[config.mk]
export PLATFORM = sky130hd
export DESIGN_NAME = bp_be_late_wb_arbiter_flat
export DESIGN_NICKNAME = d
export VERILOG_FILES = /design/src/rtl/bp_be_late_wb_arbiter_if.sv /design/src/rtl/bp_be_late_wb_arbiter.sv /design/src/flat_wrapper.sv
export SDC_FILE = /design/constraint.sdc
export NUM_CORES = 1
export LEC_CHECK = 0
export ABC_AREA = 1
export BUFFER_PORTS_ARGS = -buffer_cell sky130_fd_sc_hd__buf_2
export CAP_MARGIN = 20
export CORE_UTILIZATION = 54
export DETAILED_ROUTE_END_ITERATION = 10
export PLACE_DENSITY = 0.84
export SLEW_MARGIN = 20
export SYNTH_ARGS = -nofsm -noshare
export SYNTH_HDL_FRONTEND = slang
export SYNTH_SLANG_ARGS = --single-unit
[constraint.sdc]
create_clock -name clk_i -period 16.9 [get_ports clk_i]
set_input_delay 0 -clock clk_i [delete_from_list [all_inputs] [get_ports clk_i]]
set_output_delay 0 -clock clk_i [all_outputs]
set_load 0.05 [all_outputs]
[src/rtl/bp_be_late_wb_arbiter_if.sv]
// bp_be_late_wb_arbiter_if: source/scheduler bundle for the late-writeback arbiter.
interface bp_be_late_wb_arbiter_if #(
    parameter int num_src_p   = 3,
    parameter int pkt_width_p = 80,
    parameter int cnt_width_p = 16
);
    localparam int id_width_lp = (num_src_p > 1) ? $clog2(num_src_p) : 1;
    logic [num_src_p*pkt_width_p-1:0] src_pkt_i;
    logic [num_src_p-1:0]             src_v_i;
    logic [num_src_p-1:0]             src_ready_and_o;
    logic [pkt_width_p-1:0]           late_wb_pkt_o;
    logic                             late_wb_v_o;
    logic                             late_wb_force_o;
    logic                             late_wb_yumi_i;
    logic [id_width_lp-1:0]           grant_id_o;
    logic                             busy_o;
    logic [cnt_width_p-1:0]           stat_wb_cnt_o;
    logic [cnt_width_p-1:0]           stat_force_cnt_o;
    modport master (
        output src_pkt_i, src_v_i, late_wb_yumi_i,
        input  src_ready_and_o, late_wb_pkt_o, late_wb_v_o, late_wb_force_o,
               grant_id_o, busy_o, stat_wb_cnt_o, stat_force_cnt_o
    );
    modport slave (
        input  src_pkt_i, src_v_i, late_wb_yumi_i,
        output src_ready_and_o, late_wb_pkt_o, late_wb_v_o, late_wb_force_o,
               grant_id_o, busy_o, stat_wb_cnt_o, stat_force_cnt_o
    );
endinterface

[src/rtl/bp_be_late_wb_arbiter.sv]
// bp_be_late_wb_arbiter: one-entry buffers per long-latency source, round-robin onto one late-wb port.
// Optional statistics counters enabled by BP_BE_LATE_WB_STATS_EN.
module bp_be_late_wb_arbiter #(
    parameter int num_src_p      = 3,
    parameter int pkt_width_p    = 80,
    parameter int starve_limit_p = 16,
    parameter int cnt_width_p    = 16
) (
    input logic clk_i,
    input logic reset_n_i,
    bp_be_late_wb_arbiter_if.slave io
);
    localparam int id_w_lp = (num_src_p > 1) ? $clog2(num_src_p) : 1;
    localparam int wc_w_lp = $clog2(starve_limit_p + 1);
    localparam logic [id_w_lp:0]   n_lp    = (id_w_lp + 1)'(num_src_p);
    localparam logic [id_w_lp-1:0] last_lp = id_w_lp'(num_src_p - 1);
    localparam logic [wc_w_lp-1:0] lim_lp  = wc_w_lp'(starve_limit_p);

    logic [num_src_p-1:0]   r_buf_v;
    logic [pkt_width_p-1:0] r_buf_pkt [num_src_p];
    logic [id_w_lp-1:0]     r_rr_ptr, r_locked_id;
    logic                   r_lock;
    logic [wc_w_lp-1:0]     r_wait_cnt;

    logic                 w_v, w_yumi;
    logic [num_src_p-1:0] w_rot, w_ready, w_load, w_drain;
    logic [id_w_lp-1:0]   w_off, w_grant;
    logic [id_w_lp:0]     w_sum;

    // Rotate valids so bit 0 is rr_ptr; lowest set bit is the round-robin winner.
    always_comb begin
        w_rot = num_src_p'({r_buf_v, r_buf_v} >> r_rr_ptr);
        w_off = '0;
        for (int j = num_src_p - 1; j >= 0; j--)
            if (w_rot[j]) w_off = id_w_lp'(j);
        w_sum   = {1'b0, r_rr_ptr} + {1'b0, w_off};
        w_grant = r_lock ? r_locked_id : (w_sum >= n_lp) ? id_w_lp'(w_sum - n_lp) : w_sum[id_w_lp-1:0];
        w_v     = |r_buf_v;
        w_yumi  = io.late_wb_yumi_i & w_v;
        for (int i = 0; i < num_src_p; i++) begin
            w_drain[i] = w_yumi & (w_grant == id_w_lp'(i));
            w_ready[i] = ~r_buf_v[i] | w_drain[i];
        end
        w_load = io.src_v_i & w_ready;
    end

    assign io.src_ready_and_o = w_ready;
    assign io.late_wb_v_o     = w_v;
    assign io.busy_o          = w_v;
    assign io.grant_id_o      = w_grant;
    assign io.late_wb_pkt_o   = w_v ? r_buf_pkt[w_grant] : '0;
    assign io.late_wb_force_o = w_v & ((r_wait_cnt == lim_lp) | (&r_buf_v));

    always_ff @(posedge clk_i or negedge reset_n_i) begin
        if (!reset_n_i) begin
            r_buf_v     <= '0;
            r_rr_ptr    <= '0;
            r_lock      <= 1'b0;
            r_locked_id <= '0;
            r_wait_cnt  <= '0;
        end else begin
            r_buf_v <= (r_buf_v & ~w_drain) | w_load;
            r_lock  <= w_v & ~w_yumi;
            if (w_v & ~w_yumi) r_locked_id <= w_grant;
            if (w_yumi) r_rr_ptr <= (w_grant == last_lp) ? '0 : w_grant + 1'b1;
            r_wait_cnt <= (!w_v || w_yumi) ? '0 : (r_wait_cnt == lim_lp) ? r_wait_cnt : r_wait_cnt + 1'b1;
        end
    end

    always_ff @(posedge clk_i) begin
        for (int i = 0; i < num_src_p; i++)
            if (w_load[i]) r_buf_pkt[i] <= io.src_pkt_i[i*pkt_width_p +: pkt_width_p];
    end

    always_ff @(posedge clk_i) begin
        if (reset_n_i) assert (!(io.late_wb_yumi_i && !w_v));
    end

`ifdef BP_BE_LATE_WB_STATS_EN
    logic [cnt_width_p-1:0] r_stat_wb, r_stat_force;
    always_ff @(posedge clk_i or negedge reset_n_i) begin
        if (!reset_n_i) begin
            r_stat_wb    <= '0;
            r_stat_force <= '0;
        end else begin
            if (w_yumi) r_stat_wb <= r_stat_wb + 1'b1;
            if (w_yumi & io.late_wb_force_o) r_stat_force <= r_stat_force + 1'b1;
        end
    end
    assign io.stat_wb_cnt_o    = r_stat_wb;
    assign io.stat_force_cnt_o = r_stat_force;
`else
    assign io.stat_wb_cnt_o    = {cnt_width_p{1'b0}};
    assign io.stat_force_cnt_o = {cnt_width_p{1'b0}};
`endif
endmodule

[src/flat_wrapper.sv]
// flat-port wrapper written by rule: the top's interface ports become plain ports
module bp_be_late_wb_arbiter_flat 
#(
    parameter int num_src_p      = 3,
    parameter int pkt_width_p    = 80,
    parameter int starve_limit_p = 16,
    parameter int cnt_width_p    = 16
)
  (clk_i, reset_n_i, io_src_pkt_i, io_src_v_i, io_late_wb_yumi_i, io_src_ready_and_o, io_late_wb_pkt_o, io_late_wb_v_o, io_late_wb_force_o, io_grant_id_o, io_busy_o, io_stat_wb_cnt_o, io_stat_force_cnt_o);
  bp_be_late_wb_arbiter_if #(.num_src_p(num_src_p), .pkt_width_p(pkt_width_p), .cnt_width_p(cnt_width_p)) io_i ();
  input logic clk_i;
  input logic reset_n_i;
  input wire logic [$bits(io_i.src_pkt_i)-1:0] io_src_pkt_i;
  input wire logic [$bits(io_i.src_v_i)-1:0] io_src_v_i;
  input wire logic [$bits(io_i.late_wb_yumi_i)-1:0] io_late_wb_yumi_i;
  output wire logic [$bits(io_i.src_ready_and_o)-1:0] io_src_ready_and_o;
  output wire logic [$bits(io_i.late_wb_pkt_o)-1:0] io_late_wb_pkt_o;
  output wire logic [$bits(io_i.late_wb_v_o)-1:0] io_late_wb_v_o;
  output wire logic [$bits(io_i.late_wb_force_o)-1:0] io_late_wb_force_o;
  output wire logic [$bits(io_i.grant_id_o)-1:0] io_grant_id_o;
  output wire logic [$bits(io_i.busy_o)-1:0] io_busy_o;
  output wire logic [$bits(io_i.stat_wb_cnt_o)-1:0] io_stat_wb_cnt_o;
  output wire logic [$bits(io_i.stat_force_cnt_o)-1:0] io_stat_force_cnt_o;
  assign io_i.src_pkt_i = io_src_pkt_i;
  assign io_i.src_v_i = io_src_v_i;
  assign io_i.late_wb_yumi_i = io_late_wb_yumi_i;
  assign io_src_ready_and_o = io_i.src_ready_and_o;
  assign io_late_wb_pkt_o = io_i.late_wb_pkt_o;
  assign io_late_wb_v_o = io_i.late_wb_v_o;
  assign io_late_wb_force_o = io_i.late_wb_force_o;
  assign io_grant_id_o = io_i.grant_id_o;
  assign io_busy_o = io_i.busy_o;
  assign io_stat_wb_cnt_o = io_i.stat_wb_cnt_o;
  assign io_stat_force_cnt_o = io_i.stat_force_cnt_o;
  bp_be_late_wb_arbiter #(.num_src_p(num_src_p), .pkt_width_p(pkt_width_p), .starve_limit_p(starve_limit_p), .cnt_width_p(cnt_width_p)) u_core (.clk_i(clk_i), .reset_n_i(reset_n_i), .io(io_i));
endmodule
==> qor.yml <==
sta:
  hold_viol_final: 0
  drv_slew: 0
  rsz0062_at_grt: "no"
  max_slew_margin_pct: 30.9
  tightest_slew_ps: 1040
  tns_ps: 0
  setup_viol: 0
  max_freq_mhz: 177
  finalCritPeriodShare_pct: 33.5
  skew_ps: 18.9
  fin_crit_ps: 5660
global_routing:
  grt_use_met2_pct: 64.4
  grt_max_degree: 85
  met1_usage_pct: 41.5
  grt-ovfl-total: 0
  antenna_found_initial: 2
  grt_use_met3_pct: 9.02
  grtUsageTotal_pct: 37.1
  grt_busiest_layer: "met2"
  grt_pass1_vias: 10400
  grt_first_pass_wirelength_mm: 56.3
route:
  viasPerCell: 5.64
  drtIter0Drc: 896
  dr_total_vias: 9973
  firstDrtPassIters: 5
  ant_nets: 0
  routed_wl_mm: 37.5
  wl_per_cell_um: 21.2
  drcViolationCount: 0
worst_setup_path:
  cp_max_fo: 83
  path_delay_family: "buffers and inverters"
  cpPeakStageDelay_ps: 760
  crit_required_ps: 17060
  r2r_start: "u_core.r_buf_v[2]"
  crit_path_end_kind: "flop"
  worstPathArrival_ps: 5820
  critPathLaunchType: "flop"
  crit_top_cell: "inv_1"
  path_class: "flop to flop"
  cp_num_buf_inv: 8
  crit_start: "u_core.r_buf_v[2]"
  crit_chain: "o21ai_0, nand2_1, o21ai_0, inv_1, nor2_1, ha_1, inv_1, fa_1, inv_2, ha_1, inv_1, nand3_1, nand2_1, inv_1, nand2_1, nand2_4, inv_2, buf_4, nand3_1, a21oi_4, buf_4"
  worst_path_max_delay_cell: "buf_4"
synthesis:
  synthFlopType: "edfxtp_1"
  syn_inst: 925
  syn_area_mm2: 0.0108
  async_reset_ff_share_pct: 5.14
  synth_top_cell_area_share_pct: 67.0
  synth_edf_count: 240
  synth_cell_types: 30
  ys_seq_area_share_pct: 70.0
  ys_warn_count: 0
  yosys-top-cells-area: "edfxtp_1 67%, nand2_1 9.2%, nand3_1 7.9%, a21oi_1 4.0%, dfrtp_1 3.0%"
  syn_area_per_cell_um2: 11.6
  yosys.area.top_type: "edfxtp_1"
  yosys_register_bits: 253
layout:
  regArea_mm2: 0.00753
  layout_common_cells: "333 x buf_2, 263 x nand2_1, 246 x dlygate4sd3_1, 240 x edfxtp_1, 169 x nand3_1"
  fin_nets: 1731
  multi_input_area_mm2: 0.00271
  layout-drive-gt1-share_pct: 26.3
  final.fill_count: 1018
  syn_to_final_growth_pct: 45.9
  final_common_cell: "buf_2"
outcome:
  status: "finished clean"
clocking:
  cts_tree: "built"
  numCtsBuffers: 28
  cts_sinks: 253
  cts_root_buffer: "clkbuf_16"
  cts_buffer_depth: 3
  clkSlewWorstSetupHoldPaths_ps: 70
  htreeDepth: 1
  clock_latency_ps: 540
floorplanning:
  die_h_um: 143
  fp-row-count: 51
  core_area_mm2: 0.0195
  die_w_um: 143
  io_pins: 366
  start_util_pct: 55.1
  die_area_mm2: 0.0205
placed_design:
  dp_hpwl_mm: 18.1
  portBuffers: 333
  gp_congestion: 0.868
flow_run:
  drv_cap: 0
hold_path:
  worstHoldStart: "io_src_pkt_i[3]"
  min_path_type: "primary input to flop"
final cells by class:
type	instances	area share [%]
Sequential cell	253	48.0
Timing Repair Buffer	587	26.7
Multi-Input combinational cell	586	17.2
Clock buffer	36	4.65
Tap cell	265	2.11
Clock inverter	15	0.678
Inverter	24	0.574
Antenna cell	3	0.0478
cells by family (layout without fill, tap and decap cells):
group / after synthesis / count (layout) / synth area share [%]
simple gates: 448 / 448 / 18.0
compound gates: 99 / 99 / 4.65
buf+inv: 117 / 662 / 6.50
flops: 253 / 253 / 70.0
mux: 2 / 2 / 0.186
other cells: 1 / 35 / 0.0349
fa+ha+maj: 5 / 5 / 0.651
sequential cells by signal, indices dropped and copies added (netlist names):
name / cells
u_core.r_buf_pkt: 240
u_core.r_buf_v: 3
u_core.r_lock: 1
u_core.r_locked_id: 2
u_core.r_rr_ptr: 2
u_core.r_wait_cnt: 5
metrics by stage:
step / util, % / cell area [µm²] / worst slack, ps / hold WS (ps) / instances
final: 80.4 / 15700 / 11240 / 166 / 1769
after CTS: 80.3 / 15700 / 11340 / 141 / 1766
after global placement: 63.4 / 12400 / 11690 / -100 / 1469
after global routing: 80.4 / 15700 / 10890 / 148 / 1768
after detailed placement: 63.4 / 12400 / 11360 / -94.9 / 1469
after floorplan: - / 10900 / 9880 / -296 / 956
final timing paths:
check | to | slack (ps) | cells after the start
setup / recovery | u_core.r_buf_pkt[0][18] | 11240 | 21
hold / removal | u_core.r_buf_pkt[0][3] | 170 | 2
setup reg to reg | u_core.r_buf_pkt[0][18] | 11240 | 21
hold reg to reg | u_core.r_locked_id[1] | 510 | 2
max in group asynchronous | u_core.r_wait_cnt[4] | 15900 | 3
min in group asynchronous | u_core.r_wait_cnt[3] | 580 | 3
synth_stat cells (3+ instances only):
master	count
buf_6	10
buf_2	28
edfxtp_1	240
buf_1	3
buf_4	40
inv_1	19
ha_1	4
nor2_1	3
a21oi_1	87
nand3_1	169
dfrtp_1	13
nand2_1	264
inv_2	5
o21ai_0	9
clkbuf_1	12
worst register-to-register path: stages (launching register included):
cell	delay, ps
dfrtp_1	510
o21ai_0	310
nand2_1	90
o21ai_0	120
inv_1	60
nor2_1	120
ha_1	150
inv_1	50
fa_1	560
inv_2	50
ha_1	210
inv_1	90
nand3_1	100
nand2_1	80
inv_1	40
nand2_1	90
nand2_4	520
inv_2	210
buf_4	760
nand3_1	360
a21oi_4	220
buf_4	560
per-layer routing:
layer	share of wire (%)	vias to the layer above	routed length (µm)
met1	33	4632	12300
li1	-	4299	-
met4	5.9	0	2230
met5	0	-	0
met2	51	880	19000
met3	11	162	4010
repair_timing:
| item | 4_1_cts | 5_1_grt |
|---|---|---|
| hold endpoints to repair | 266 | 0 |
| buffers inserted | 0 | 0 |
| gates resized for setup | 0 | 0 |
| hold buffers | 246 | 0 |
Power is left out: the tool's default activity adds up to more than one toggle a clock period on the data nets, which glitch-free logic cannot reach.
